[src/rtl/lsu_mem_ctrl.sv]
// Load/store unit controller: turns one accepted load/store into a request/ready
// memory transaction with lane steering, load extension, pipeline stall and error reporting.
module lsu_mem_ctrl #(
   parameter int unsigned TIMEOUT = 255
) (
   input  logic        clk,
   input  logic        rst_n,
   input  logic        MemRead,
   input  logic        MemWrite,
   input  logic        MemtoReg,
   input  logic [2:0]  funct3,
   input  logic [31:0] addr,
   input  logic [31:0] wdata,
   input  logic [4:0]  rd_in,
   output logic        stall,
   output logic        mem_req,
   output logic        mem_we,
   output logic [31:0] mem_addr,
   output logic [3:0]  mem_be,
   output logic [31:0] mem_wdata,
   input  logic        mem_ready,
   input  logic [31:0] mem_rdata,
   output logic        wb_valid,
   output logic [4:0]  wb_rd,
   output logic [31:0] wb_data,
   output logic        err,
   output logic [1:0]  err_code
);
   localparam int unsigned      CNT_W    = 10;
   localparam logic [CNT_W-1:0] CNT_LAST = CNT_W'(TIMEOUT - 1);

   typedef enum logic [1:0] {IDLE, REQ, DONE, ERR} state_t;

   state_t           state, state_nx;
   logic [CNT_W-1:0] cnt, cnt_nx;
   logic [4:0]       rd_q, rd_nx;
   logic             to_reg_q, to_reg_nx;
   logic [2:0]       f3_q, f3_nx;
   logic [1:0]       off_q, off_nx;
   logic             mem_req_nx, mem_we_nx, wb_valid_nx, err_nx;
   logic [31:0]      mem_addr_nx, mem_wdata_nx, wb_data_nx;
   logic [3:0]       mem_be_nx;
   logic [4:0]       wb_rd_nx;
   logic [1:0]       err_code_nx;
   logic             access, illegal, misaligned;
   logic [7:0]       ld_byte;
   logic [15:0]      ld_half;
   logic [31:0]      ld_ext;

   assign access = MemRead | MemWrite;
   assign stall  = ((state == IDLE) & access) | (state == REQ);

   // Access decode: funct3[1:0] encodes the size, funct3[2] the unsigned load variants.
   assign illegal = (MemRead & MemWrite)
                  | (MemRead & ((funct3[1:0] == 2'b11) | (funct3[2:1] == 2'b11)))
                  | (MemWrite & (funct3[2] | (funct3[1:0] == 2'b11)));
   assign misaligned = ((funct3[1:0] == 2'b01) & addr[0])
                     | ((funct3[1:0] == 2'b10) & (addr[1:0] != 2'b00));

   // Load lane select and extension, taken straight from the returning read data.
   always_comb begin
      ld_byte = 8'(mem_rdata >> {off_q, 3'b000});
      ld_half = off_q[1] ? mem_rdata[31:16] : mem_rdata[15:0];
      case (f3_q)
         3'b000:  ld_ext = {{24{ld_byte[7]}}, ld_byte};
         3'b001:  ld_ext = {{16{ld_half[15]}}, ld_half};
         3'b100:  ld_ext = {24'h0, ld_byte};
         3'b101:  ld_ext = {16'h0, ld_half};
         default: ld_ext = mem_rdata;
      endcase
   end

   always_comb begin
      state_nx     = state;
      cnt_nx       = cnt;
      rd_nx        = rd_q;
      to_reg_nx    = to_reg_q;
      f3_nx        = f3_q;
      off_nx       = off_q;
      mem_req_nx   = 1'b0;
      mem_we_nx    = mem_we;
      mem_addr_nx  = mem_addr;
      mem_be_nx    = mem_be;
      mem_wdata_nx = mem_wdata;
      wb_valid_nx  = 1'b0;
      wb_rd_nx     = wb_rd;
      wb_data_nx   = wb_data;
      err_nx       = 1'b0;
      err_code_nx  = err_code;
      case (state)
         IDLE: begin
            if (access) begin
               rd_nx     = rd_in;
               to_reg_nx = MemtoReg;
               f3_nx     = funct3;
               off_nx    = addr[1:0];
               if (illegal) begin
                  state_nx    = ERR;
                  err_nx      = 1'b1;
                  err_code_nx = 2'b11;
               end else if (misaligned) begin
                  state_nx    = ERR;
                  err_nx      = 1'b1;
                  err_code_nx = 2'b01;
               end else begin
                  state_nx    = REQ;
                  cnt_nx      = '0;
                  mem_req_nx  = 1'b1;
                  mem_we_nx   = MemWrite;
                  mem_addr_nx = {addr[31:2], 2'b00};
                  case (funct3[1:0])
                     2'b00: begin
                        mem_be_nx    = 4'b0001 << addr[1:0];
                        mem_wdata_nx = {4{wdata[7:0]}};
                     end
                     2'b01: begin
                        mem_be_nx    = addr[1] ? 4'b1100 : 4'b0011;
                        mem_wdata_nx = {2{wdata[15:0]}};
                     end
                     default: begin
                        mem_be_nx    = 4'b1111;
                        mem_wdata_nx = wdata;
                     end
                  endcase
               end
            end
         end
         REQ: begin
            // Completion beats the timeout when both land on the same cycle.
            if (mem_ready) begin
               state_nx = DONE;
               if (!mem_we && to_reg_q) begin
                  wb_valid_nx = 1'b1;
                  wb_rd_nx    = rd_q;
                  wb_data_nx  = ld_ext;
               end
            end else if (cnt == CNT_LAST) begin
               state_nx    = ERR;
               err_nx      = 1'b1;
               err_code_nx = 2'b10;
            end else begin
               cnt_nx     = cnt + CNT_W'(1);
               mem_req_nx = 1'b1;
            end
         end
         DONE:    state_nx = IDLE;
         ERR:     state_nx = IDLE;
         default: state_nx = IDLE;
      endcase
   end

   always_ff @(posedge clk or negedge rst_n) begin
      if (!rst_n) begin
         state     <= IDLE;
         cnt       <= '0;
         rd_q      <= '0;
         to_reg_q  <= 1'b0;
         f3_q      <= '0;
         off_q     <= '0;
         mem_req   <= 1'b0;
         mem_we    <= 1'b0;
         mem_addr  <= '0;
         mem_be    <= '0;
         mem_wdata <= '0;
         wb_valid  <= 1'b0;
         wb_rd     <= '0;
         wb_data   <= '0;
         err       <= 1'b0;
         err_code  <= '0;
      end else begin
         state     <= state_nx;
         cnt       <= cnt_nx;
         rd_q      <= rd_nx;
         to_reg_q  <= to_reg_nx;
         f3_q      <= f3_nx;
         off_q     <= off_nx;
         mem_req   <= mem_req_nx;
         mem_we    <= mem_we_nx;
         mem_addr  <= mem_addr_nx;
         mem_be    <= mem_be_nx;
         mem_wdata <= mem_wdata_nx;
         wb_valid  <= wb_valid_nx;
         wb_rd     <= wb_rd_nx;
         wb_data   <= wb_data_nx;
         err       <= err_nx;
         err_code  <= err_code_nx;
      end
   end
endmodule

[config.mk]
export PLATFORM = sky130hd
export DESIGN_NAME = lsu_mem_ctrl
export DESIGN_NICKNAME = d
export VERILOG_FILES = /design/src/rtl/lsu_mem_ctrl.sv
export SDC_FILE = /design/constraint.sdc
export NUM_CORES = 1
export LEC_CHECK = 0
export ABC_AREA = 0
export BUFFER_PORTS_ARGS = -buffer_cell sky130_fd_sc_hd__buf_2
export CORE_MARGIN = 10
export CORE_UTILIZATION = 45
export CTS_BUF_LIST = sky130_fd_sc_hd__clkbuf_8
export DETAILED_ROUTE_END_ITERATION = 7
export HOLD_SLACK_MARGIN = 0.05
export PLACE_DENSITY = 0.81
export SKIP_CTS_REPAIR_TIMING = 1
export SLEW_MARGIN = 0
export SYNTH_ARGS = -nofsm -noshare
export SYNTH_HDL_FRONTEND = slang
export SYNTH_SLANG_ARGS = --single-unit
[constraint.sdc]
create_clock -name clk -period 3.4 [get_ports clk]
set_clock_uncertainty 0.15 [all_clocks]
set_input_delay 0.17 -clock clk [delete_from_list [all_inputs] [get_ports clk]]
set_output_delay 0.17 -clock clk [all_outputs]
set_load 0.01 [all_outputs]
==> impl_metrics.toml <==
[power_and_ir_drop]
p_seq_share_pct = 39.6
power_leakage_nw = 4.38
pwr-share-clk_pct = 19.2
p_sw_share_pct = 37.4
power_density_nw_per_um2 = 803
p_int_mw = 4.57
p_sw_mw = 2.72
peakVddDrop_mv = 0.491
pwr-share-comb_pct = 41.2

[worst_setup_path]
arrival_ps = 2500
crit_chain = "nor2_1 > o21ai_2 > nor3_4 > buf_12 > mux2_2"
max_stage_delay_ps = 450
crit_fanout = 66
crit_type = "reg -> reg"
crit_slowest_cell = "dfrtp_1"
r2r_slack_ps = 1090
start_kind = "register"
end_kind = "register"
required_ps = 3580

[sta]
period_share_pct = 68.0
finalMaxSlewViolations = 0
whs_ps = 60.6
tightest_slew_ps = 1190
hold_viol = 0
relSlewSlack_pct = 21.0
rsz0062_at_grt = "no"
tns_ps = 0
fmax_ghz = 0.433
finalSetupViolCount = 0
period_minus_slack_ps = 2310

[min_path]
hold_path_class = "in -> reg"

[clock_network]
root_buffer = "clkbuf_8"
htree_levels = 4
clk_latency_ps = 440
clockBufferDepth = 2
clk_pin_slew_ps = 90
cts_tree = "done"
numClockSinks = 132
numCtsBuffers = 17

[synthesis]
synth-seq-cells = 132
synth_edf_count = 0
avgSynthCellArea_sq_um = 11.7
ys_types = 50
ys_seq_area_share_pct = 51.6
postSynthCellCount = 546
synthArstFlopShare_pct = 100
synth.most_common_cell = "dfrtp_1"
synth.area.top_cells = "dfrtp_1 52%, mux2_2 9.5%, mux2_4 9.4%"
synth_top_cell_by_area = "dfrtp_1"
netlist.area_leader.share_pct = 51.6
ys.flop_type = "dfrtp_1"
ys_warn_count = 0
syn-cell-area_sq_um = 6400
ys_top_cells_by_count = "132 x dfrtp_1, 57 x nand2_1, 54 x mux2_2"

[route]
routed_wl_um = 20200
route.vias.total = 5471
ant_nets = 0
drt_iter0_drc = 283
avgViaCountPerCell = 5.16
drc = 0
drt_first_pass_iters = 5
wl_per_cell_um = 19.0

[layout]
postLayoutCoreUtil_pct = 65.1
nNetsFinal = 975
stdcell_count = 1061
final_area_sq_um = 9080
drive_gt1_share_pct = 41.9
area_growth_pct = 41.8

[die]
fp-row-count = 43
die_y_um = 139
die-area_sq_um = 19400
core_sq_um = 13900
initial_core_util_pct = 45.9
die_w_um = 139
io_pins = 222

[place]
dpl.cell_count = 913
port_buffers = 219
place_area_sq_um = 7540
gp_congestion = 0.825
hpwl_um = 13000

[global_route]
top_usage_layer = "met2"
grt_pass1_vias = 5134
grt_max_degree = 103
met2_usage_pct = 28.5
grtUsageMet3_pct = 6.91
grt_pass1_wl_um = 27600
track_usage_pct = 17.6
antenna_found_initial = 5
grt_overflow_total = 0
met1_usage_pct = 20.5

[run]
maxCapViolCount = 0

[outcome]
status = "finished, final reports clean"
==> flip-flops by register name (all words and copies together) (netlist names), 2 cells and up <==
register and cells:
mem_wdata 32, mem_be 4, err_code 2, mem_addr 30, rd_q 5, cnt 10, wb_data 32, off_q 2
f3_q 3, wb_rd 5, state 2
==> stage by stage <==
stage	setup WS (ps)	total power, mW
floorplan	1480	4.63
global placement	1150	5.67
detailed placement	1110	5.76
CTS	1100	7.19
global route	923	7.73
finish	1090	7.29
==> kinds of logic after synthesis <==
kind of cell    synth area share, %
flops                          51.6
mux                            20.8
simple gates                   10.4
fa+ha+maj                     0.391
buf+inv                        4.92
other cells                  0.0586
compound gates                 11.9
==> metal layers <==
layer | vias to the layer above | wire (um)
li1 | 2575 | -
met1 | 2634 | 7900
met2 | 215 | 10300
met3 | 47 | 1260
met4 | 0 | 653
met5 | - | 0
==> worst max-delay path, delay by kind of cell, from the launching register on <==
kind	cells	cell delay [ps]
buffers and inverters	1	390
AOI/OAI and AO/OA	1	280
and+or+nand+nor	2	480
DFF	1	450
muxes	1	410
==> final timing paths <==
kind	to	from	depth (start not counted)
max in group asynchronous	cnt[5]	rst_n	3
min in group asynchronous	mem_addr[15]	rst_n	2
min	state[1]	MemRead	3
max reg2reg	mem_wdata[13]	state[0]	5
max	mem_wdata[13]	state[0]	5
min reg2reg	wb_rd[0]	rd_q[0]	2
==> cell usage in the layout, fill, tap and decap left out, types with 12 or more instances in the layout <==
cell / synthesis / final
buf_2: 13 / 218
dfrtp_1: 132 / 132
dlygate4sd3_1: 0 / 111
nand2_1: 57 / 57
mux2_2: 54 / 54
mux2_4: 40 / 40
nor2_1: 24 / 24
a31oi_1: 24 / 24
a21oi_1: 18 / 18
a21o_1: 17 / 17
clkbuf_8: 0 / 17
inv_1: 16 / 16
o21ai_0: 16 / 16
nand3_1: 12 / 12
==> power groups by stage <==
stage	sequential, mW	combinational, mW	clock [mW]
after CTS	2.87	2.88	1.43
after global routing	2.98	3.25	1.50
after detailed placement	2.88	2.88	0
after global placement	2.85	2.82	0
final	2.89	3.00	1.40
after floorplan	3.02	1.61	0
==> area by class of cell <==
type | count | area [sq um]
diodes | 5 | 12.5
clock buffers | 17 | 234
inverters | 17 | 63.8
clock inverters | 15 | 181
repair buffers | 335 | 2260
well taps | 180 | 225
flip-flops and latches | 132 | 3300
multi-input cells | 360 | 2790
fillers | 1047 | 4860
(Power assumes the default switching activity.)
